<file path="config.mk">
export PLATFORM = sky130hd
export DESIGN_NAME = sram_controller_flat
export DESIGN_NICKNAME = d
export VERILOG_FILES = /design/src/rtl/sram_controller_if.sv /design/src/rtl/sram_controller.sv /design/src/flat_wrapper.sv
export SDC_FILE = /design/constraint.sdc
export NUM_CORES = 1
export LEC_CHECK = 0
export ABC_CLOCK_PERIOD_IN_PS = 4450
export CORE_MARGIN = 4
export CORE_UTILIZATION = 49
export DETAILED_ROUTE_END_ITERATION = 10
export HOLD_SLACK_MARGIN = 0.03
export PLACE_DENSITY_LB_ADDON = 0.25
export SYNTH_ARGS = -nofsm -noshare
export SYNTH_HDL_FRONTEND = slang
export SYNTH_SLANG_ARGS = --single-unit
</file>
<file path="constraint.sdc">
create_clock -name clk -period 4.45 [get_ports clk]
set_input_delay 0.445 -clock clk [delete_from_list [all_inputs] [get_ports clk]]
set_output_delay 0.445 -clock clk [all_outputs]
set_load 0.01 [all_outputs]
</file>
<file path="src/rtl/sram_controller_if.sv">
// CPU-side word access bus between the MEM stage and the SRAM controller.
interface sram_controller_if;
    logic        wr_en;
    logic        rd_en;
    logic [31:0] address;
    logic [31:0] write_data;
    logic [31:0] read_data;
    logic        ready;

    modport master (output wr_en, rd_en, address, write_data, input read_data, ready);
    modport slave  (input wr_en, rd_en, address, write_data, output read_data, ready);
endinterface

</file>
<file path="src/rtl/sram_controller.sv">
// Splits each 32-bit CPU access into two halfword accesses on an external
// 16-bit asynchronous SRAM, holding each phase for WAIT_CYCLES cycles.
module sram_controller #(
    parameter int WAIT_CYCLES = 2,
    parameter int BASE_ADDR   = 1024,
    parameter int SRAM_AW     = 18
) (
    input  logic               clk,
    input  logic               rst,
    sram_controller_if.slave   bus,
    output logic [SRAM_AW-1:0] sram_addr,
    output logic [15:0]        sram_dq_out,
    input  logic [15:0]        sram_dq_in,
    output logic               sram_dq_oe,
    output logic               sram_we_n
);
    localparam int IDX_W = SRAM_AW - 1;
    localparam int CNT_W = (WAIT_CYCLES > 1) ? $clog2(WAIT_CYCLES) : 1;
    localparam logic [CNT_W-1:0] CNT_RELOAD = CNT_W'(WAIT_CYCLES - 1);
    localparam logic [31:0]      BASE       = 32'(BASE_ADDR);

    typedef enum logic [1:0] {IDLE, LOW, HIGH, DONE} state_t;

    state_t             state_q, state_d;
    logic [CNT_W-1:0]   cnt_q, cnt_d;
    logic               we_q, we_d;
    logic [IDX_W-1:0]   idx_q, idx_d;
    logic [31:0]        wdata_q, wdata_d;
    logic [15:0]        lo_q, lo_d;
    logic [31:0]        read_data_q, read_data_d;
    logic               req;

    assign req           = bus.wr_en | bus.rd_en;
    assign bus.ready     = ((state_q == IDLE) && !req) || (state_q == DONE);
    assign bus.read_data = read_data_q;

    always_ff @(posedge clk or posedge rst) begin
        if (rst) begin
            state_q     <= IDLE;
            cnt_q       <= '0;
            we_q        <= 1'b0;
            idx_q       <= '0;
            wdata_q     <= '0;
            lo_q        <= '0;
            read_data_q <= '0;
        end else begin
            state_q     <= state_d;
            cnt_q       <= cnt_d;
            we_q        <= we_d;
            idx_q       <= idx_d;
            wdata_q     <= wdata_d;
            lo_q        <= lo_d;
            read_data_q <= read_data_d;
        end
    end

    always_comb begin
        state_d     = state_q;
        cnt_d       = cnt_q;
        we_d        = we_q;
        idx_d       = idx_q;
        wdata_d     = wdata_q;
        lo_d        = lo_q;
        read_data_d = read_data_q;
        case (state_q)
            IDLE: begin
                if (req) begin
                    state_d = LOW;
                    cnt_d   = CNT_RELOAD;
                    we_d    = bus.wr_en;
                    idx_d   = IDX_W'((bus.address - BASE) >> 2);
                    wdata_d = bus.write_data;
                end
            end
            LOW: begin
                if (cnt_q == '0) begin
                    state_d = HIGH;
                    cnt_d   = CNT_RELOAD;
                    if (!we_q) lo_d = sram_dq_in;
                end else begin
                    cnt_d = cnt_q - CNT_W'(1);
                end
            end
            HIGH: begin
                // High halfword goes straight into read_data so it is valid from the start of DONE.
                if (cnt_q == '0) begin
                    state_d = DONE;
                    if (!we_q) read_data_d = {sram_dq_in, lo_q};
                end else begin
                    cnt_d = cnt_q - CNT_W'(1);
                end
            end
            DONE:    state_d = IDLE;
            default: state_d = IDLE;
        endcase
    end

    // SRAM pins come only from state and latched registers, never from the live request.
    always_comb begin
        sram_addr   = '0;
        sram_dq_out = '0;
        sram_dq_oe  = 1'b0;
        sram_we_n   = 1'b1;
        if (state_q == LOW || state_q == HIGH) begin
            sram_addr = {idx_q, (state_q == HIGH)};
            if (we_q) begin
                sram_dq_oe  = 1'b1;
                sram_we_n   = 1'b0;
                sram_dq_out = (state_q == HIGH) ? wdata_q[31:16] : wdata_q[15:0];
            end
        end
    end
endmodule

</file>
<file path="src/flat_wrapper.sv">
// flat-port wrapper written by rule: the top's interface ports become plain ports
module sram_controller_flat 
#(
    parameter int WAIT_CYCLES = 2,
    parameter int BASE_ADDR   = 1024,
    parameter int SRAM_AW     = 18
)
  (clk, rst, sram_addr, sram_dq_out, sram_dq_in, sram_dq_oe, sram_we_n, bus_wr_en, bus_rd_en, bus_address, bus_write_data, bus_read_data, bus_ready);
  sram_controller_if bus_i ();
  input  logic clk;
  input  logic rst;
  output logic [SRAM_AW-1:0] sram_addr;
  output logic [15:0] sram_dq_out;
  input  logic [15:0] sram_dq_in;
  output logic sram_dq_oe;
  output logic sram_we_n;
  input wire logic [$bits(bus_i.wr_en)-1:0] bus_wr_en;
  input wire logic [$bits(bus_i.rd_en)-1:0] bus_rd_en;
  input wire logic [$bits(bus_i.address)-1:0] bus_address;
  input wire logic [$bits(bus_i.write_data)-1:0] bus_write_data;
  output wire logic [$bits(bus_i.read_data)-1:0] bus_read_data;
  output wire logic [$bits(bus_i.ready)-1:0] bus_ready;
  assign bus_i.wr_en = bus_wr_en;
  assign bus_i.rd_en = bus_rd_en;
  assign bus_i.address = bus_address;
  assign bus_i.write_data = bus_write_data;
  assign bus_read_data = bus_i.read_data;
  assign bus_ready = bus_i.ready;
  sram_controller #(.WAIT_CYCLES(WAIT_CYCLES), .BASE_ADDR(BASE_ADDR), .SRAM_AW(SRAM_AW)) u_core (.clk(clk), .rst(rst), .bus(bus_i), .sram_addr(sram_addr), .sram_dq_out(sram_dq_out), .sram_dq_in(sram_dq_in), .sram_dq_oe(sram_dq_oe), .sram_we_n(sram_we_n));
endmodule
</file>
## Word level (Yosys, flattened, before mapping)

Index checks and enable logic that the tools add are counted.
Widths: inputs -> output; s select.

- Flip-flop bits (word level): 101
- Input port bits: 84
- Output and inout port bits: 69
- Word-level logic and storage cells: 45

- Add/subtract/negate cells: 2
- Equal/unequal tests: 6
- Multiplexer cells: 16
- Bitwise gates (word level): 3
- Reductions and logical operators: 11

Operator list:

| cell | number |
|---|---|
| $mux 16 | 3 |
| $sub 19x11->19 const B | 1 |
| $mux 18 | 1 |
| $reduce_and 3->1 | 3 |
| $pmux 2 s4 | 1 |
| $mux 1 | 7 |
| $mux 2 | 3 |
| $eq 2x2->1 const B | 2 |
| $ne 2x2->1 const B | 2 |
| $reduce_and 2->1 | 2 |
| $pmux 1 s3 | 1 |
| $reduce_bool 3->1 | 1 |
| $eq 2x1->1 const B | 1 |
| $logic_not 2->1 | 1 |
| $logic_or 1x1->1 | 2 |
| $ne 2x1->1 const B | 1 |
| $not 1->1 | 2 |
| $logic_and 1x1->1 | 1 |
| $logic_not 1->1 | 1 |
| $or 1x1->1 | 1 |
| $sub 1x1->1 const B | 1 |

## Logic depth before layout (Yosys ltp)

- Word-level depth: 4
- Gate-level depth with buffers: 7
- Mapped depth without buffers: 5

## Least setup slack after synthesis

OpenSTA, ideal clock, no wires.

- Path kind: register -> output
- Start point: register u_core.state_q[0]
- End point: output sram_dq_out[10]
- Data arrival time: 1.587 ns
- Data required time: 4.005 ns
- Setup slack: 2.418 ns
- Cell stages (with the launch flop): 7
- Path buffers: 2
- Cell sequence: dfrtp_1 inv_1 ha_1 clkbuf_1 nand2_1 clkbuf_1 nor2_1

- Cells in the longest elaborated chain, start to end: 4
- Elaborated cells between the ends (all ways): 6
- Those cells by class: eq/ne (2); mux (3); reduce/logical (1)

Ends and longest elaborated chain:

| what | RTL line | text |
|---|---|---|
| start, declared | sram_controller.sv:24 | `state_t state_q, state_d;` |
| start signal, assigned | sram_controller.sv:47 | `state_q <= state_d;` |
| $eq 2x2->1 | sram_controller.sv:104, sram_controller.sv:109 |  |
| $mux 16 | sram_controller.sv:109 | `sram_dq_out = (state_q == HIGH) ? wdata_q[31:16] : wdata_q[15:0];` |
| $mux 16 | sram_controller.sv:106 | `if (we_q) begin` |
| $mux 16 (*) | sram_controller.sv:104 | `if (state_q == LOW \|\| state_q == HIGH) begin` |
| end, declared | flat_wrapper.sv:13 | `output logic [15:0] sram_dq_out;` |

Mark *: on every way between the ends. The rest lies on a longest branch, timed or not.

## Worst setup path after layout

- Start point: register u_core.state_q[0]
- End point: output sram_dq_out[15]

The elaborated chain is that of the path after synthesis.

==> results.tsv <==
stage	metric	value	unit
placed_design	gp_congestion	0.823	
clock_network	htree_levels	3	
synthesis	synth_edf_count	0	
critical_path	cp-end-kind	output port	
clock_network	clk_latency	0.36	ns
clock_network	clockRootBuffer	clkbuf_8	
clock_network	numCtsBuffers	9	
placed_design	place_area	0.00584	mm2
synthesis	synth_flop_cell	dfrtp_1	
grt	grt_max_degree	70	
route	wire_per_inst	14.4	um
clock_network	clk_pin_slew	0.10	ns
layout	design_area	0.00602	mm2
status	outcome	completed	
synthesis	syn_inst	404	
clock_network	cts_hold_buf	0	
grt	globalRoute.totalOverflow	0	
critical_path	cp_data_arrival_time	2.88	ns
sta	finalClockSkew	0.00787	ns
synthesis	synth_top_area_frac	0.579	
sta	layout_setup_ws	1.12	ns
flow_run	max_cap_viol_count	0	
route	wl	9340	um
floorplan	io_pins	153	
synthesis	ys_seq_area_frac	0.579	
synthesis	yosysMostFrequentCell	nand2_1	
sta	finalCriticalPeriod	3.33	ns
synthesis	syn_avg_cell_area	10.8	um2
worst_hold_path	worstHoldPathType	reg2reg	
clock_network	cts_tree	yes	
critical_path	critPathKind	reg2out	
sta	max_freq	0.301	GHz
route	drt_iter0_markers	60	
route	final_antenna_net_count	0	
floorplan	fp-row-count	34	
placed_design	place_hpwl	6690	um
floorplan	start_util	0.503	
pwr	p_leak	2.71	nW
synthesis	synth_common_cells	129 x nand2_1, 101 x dfrtp_1, 49 x mux2_2	
placed_design	port_buffers	137	
critical_path	cp_data_required_time	4.01	ns
sta	slew_headroom	0.210	
route	drc	0	
synthesis	async_reset_ff_frac	1.00	
synthesis	synth_cell_types	28	
sta	setup_viol	0	
clock_network	cts_resized	0	
sta	rsz0062_at_grt	false	
floorplan	dieHeight	102	um
sta	post-route-period-util	0.747	
layout	utilization	0.694	
sta	holdWs	0.477	ns
layout	layout-drive-gt1-share	0.144	
placed_design	place_ws	1.49	ns
layout	multiInputGateArea	0.00175	mm2
sta	finalHoldViolCount	0	
layout	nets	627	
layout	diodes	0	
grt	antenna_found_initial	0	
critical_path	path_max_fanout	20	
route	routed-via-count	3208	
synthesis	synth.cell_area	0.00436	mm2
pwr	pwr_density_cell	699	mW/mm2
clock_network	clockBufferDepth	2	
grt	grt_pass1_wl	15100	um
floorplan	coreArea	0.00868	mm2
sta	drv_slew	0	
sta	worst_pin_slew	1.18	ns
clock_network	post-cts-setup-buffers	0	
pwr	ir_drop	0.306	mV
synthesis	synth.area.top_cells	dfrtp_1 58%, mux2_2 13%, nand2_1 11%, mux2i_1 3.9%, and2_1 2.6%	
layout	syn2layout_area_growth	38.1	%
synthesis	yosysTopAreaCell	dfrtp_1	
floorplan	fp.dieW	102	um
route	viasPerCell	4.94	
sta	setup_tns	0	ns
floorplan	die_area	0.0105	mm2
synthesis	ys_warn_count	0	
critical_path	critPathLaunchType	register	
clock_network	clkSinkCount	101	
grt	grt_util_all_layers	0.185	
layout	fillCellCount	664	
layout	ff_latch_area	0.00253	mm2
synthesis	syn_nets	494	
synthesis	ys_ff_latch	101	
route	firstDrtPassIters	4	
grt	grt_pass1_vias	3223	
==> cells by family after synthesis <==
group / after synthesis / synth area share
and+or+nand+nor: 185 / 0.185
xor gates and xnor gates: 1 / 0.00201
muxes: 66 / 0.166
buffers and inverters: 26 / 0.0241
DFF: 101 / 0.579
adders and majority gates: 6 / 0.0172
AOI/OAI and AO/OA: 19 / 0.0270
==> placed cells by master, fill, tap and decap left out <==
cell type,instances
and2_1,18
nand2b_1,3
mux2_2,49
o21a_1,1
inv_4,1
o211ai_1,1
ha_1,6
a31oi_1,5
clkbuf_8,9
dfrtp_1,101
nor3b_1,1
o21ai_0,7
nor3b_2,1
a211oi_1,1
mux2i_1,17
o31ai_1,2
clkinv_4,1
inv_8,1
or3_1,2
or3_2,1
nand2_1,129
clkinv_2,2
nor2_1,21
nand3_1,2
buf_4,5
a2bb2oi_1,1
o21ai_4,1
or4_1,3
or3b_2,1
clkdlybuf4s50_1,137
inv_6,3
or2_2,1
xnor2_1,1
nor3b_4,1
inv_1,5
or4_4,1
==> layout make-up <==
type,instances,share of cell area
repair buffers,142,0.234
clock buffers,9,0.0206
clock inverters,7,0.00935
inverters,6,0.00415
well taps,108,0.0224
flip-flops and latches,101,0.420
multi-input cells,277,0.290
==> metrics by stage <==
| stage | instances | power [mW] |
|---|---|---|
| detailed placement | 634 | 3.73 |
| global placement | 634 | 3.65 |
| floorplan | 404 | 2.73 |
| global route | 650 | 4.54 |
| finish | 650 | 4.21 |
| CTS | 650 | 4.27 |
==> flip-flops by register name, summed over array words and instances (netlist names) <==
signal                cells
u_core.wdata_q           32
u_core.cnt_q              1
u_core.idx_q             17
u_core.state_q            2
u_core.bus.read_data     32
u_core.we_q               1
u_core.lo_q              16
==> worst max-delay path: stages (launching register included) <==
cell and delay [ns]:
dfrtp_1 0.42, inv_1 0.10, ha_1 0.61, nand2_1 0.53, nor2_1 0.29, clkdlybuf4s50_1 0.57
==> power by group <==
group	switching [mW]	internal, mW	leakage, nW
logic	0.931	1.14	1.39
clock network	0.322	0.213	0.0963
registers	0.237	1.37	1.23
==> routing by layer <==
layer,track usage,wire length (um),vias up
met3,0.0526,738,19
li1,-,-,1580
met2,0.296,4390,97
met4,0.0777,206,0
met5,0,0,-
met1,0.236,4010,1512
==> worst paths after layout <==
kind	startpoint	to	slack (ns)	cells past startpoint
worst max-delay path	u_core.state_q[0]$_DFFE_PP0P_	sram_dq_out[15]	1.12	5
worst min-delay path	u_core.idx_q[0]$_DFFE_PP0P_	u_core.idx_q[0]$_DFFE_PP0P_	0.48	2
worst max register to register	u_core.state_q[0]$_DFFE_PP0P_	u_core.bus.read_data[19]$_DFFE_PP0P_	1.73	5
worst min register to register	u_core.idx_q[0]$_DFFE_PP0P_	u_core.idx_q[0]$_DFFE_PP0P_	0.48	2
max in group asynchronous	rst	u_core.bus.read_data[8]$_DFFE_PP0P_	2.91	3
min in group asynchronous	rst	u_core.bus.read_data[27]$_DFFE_PP0P_	0.60	2
Power figures use the tool's default switching activity.
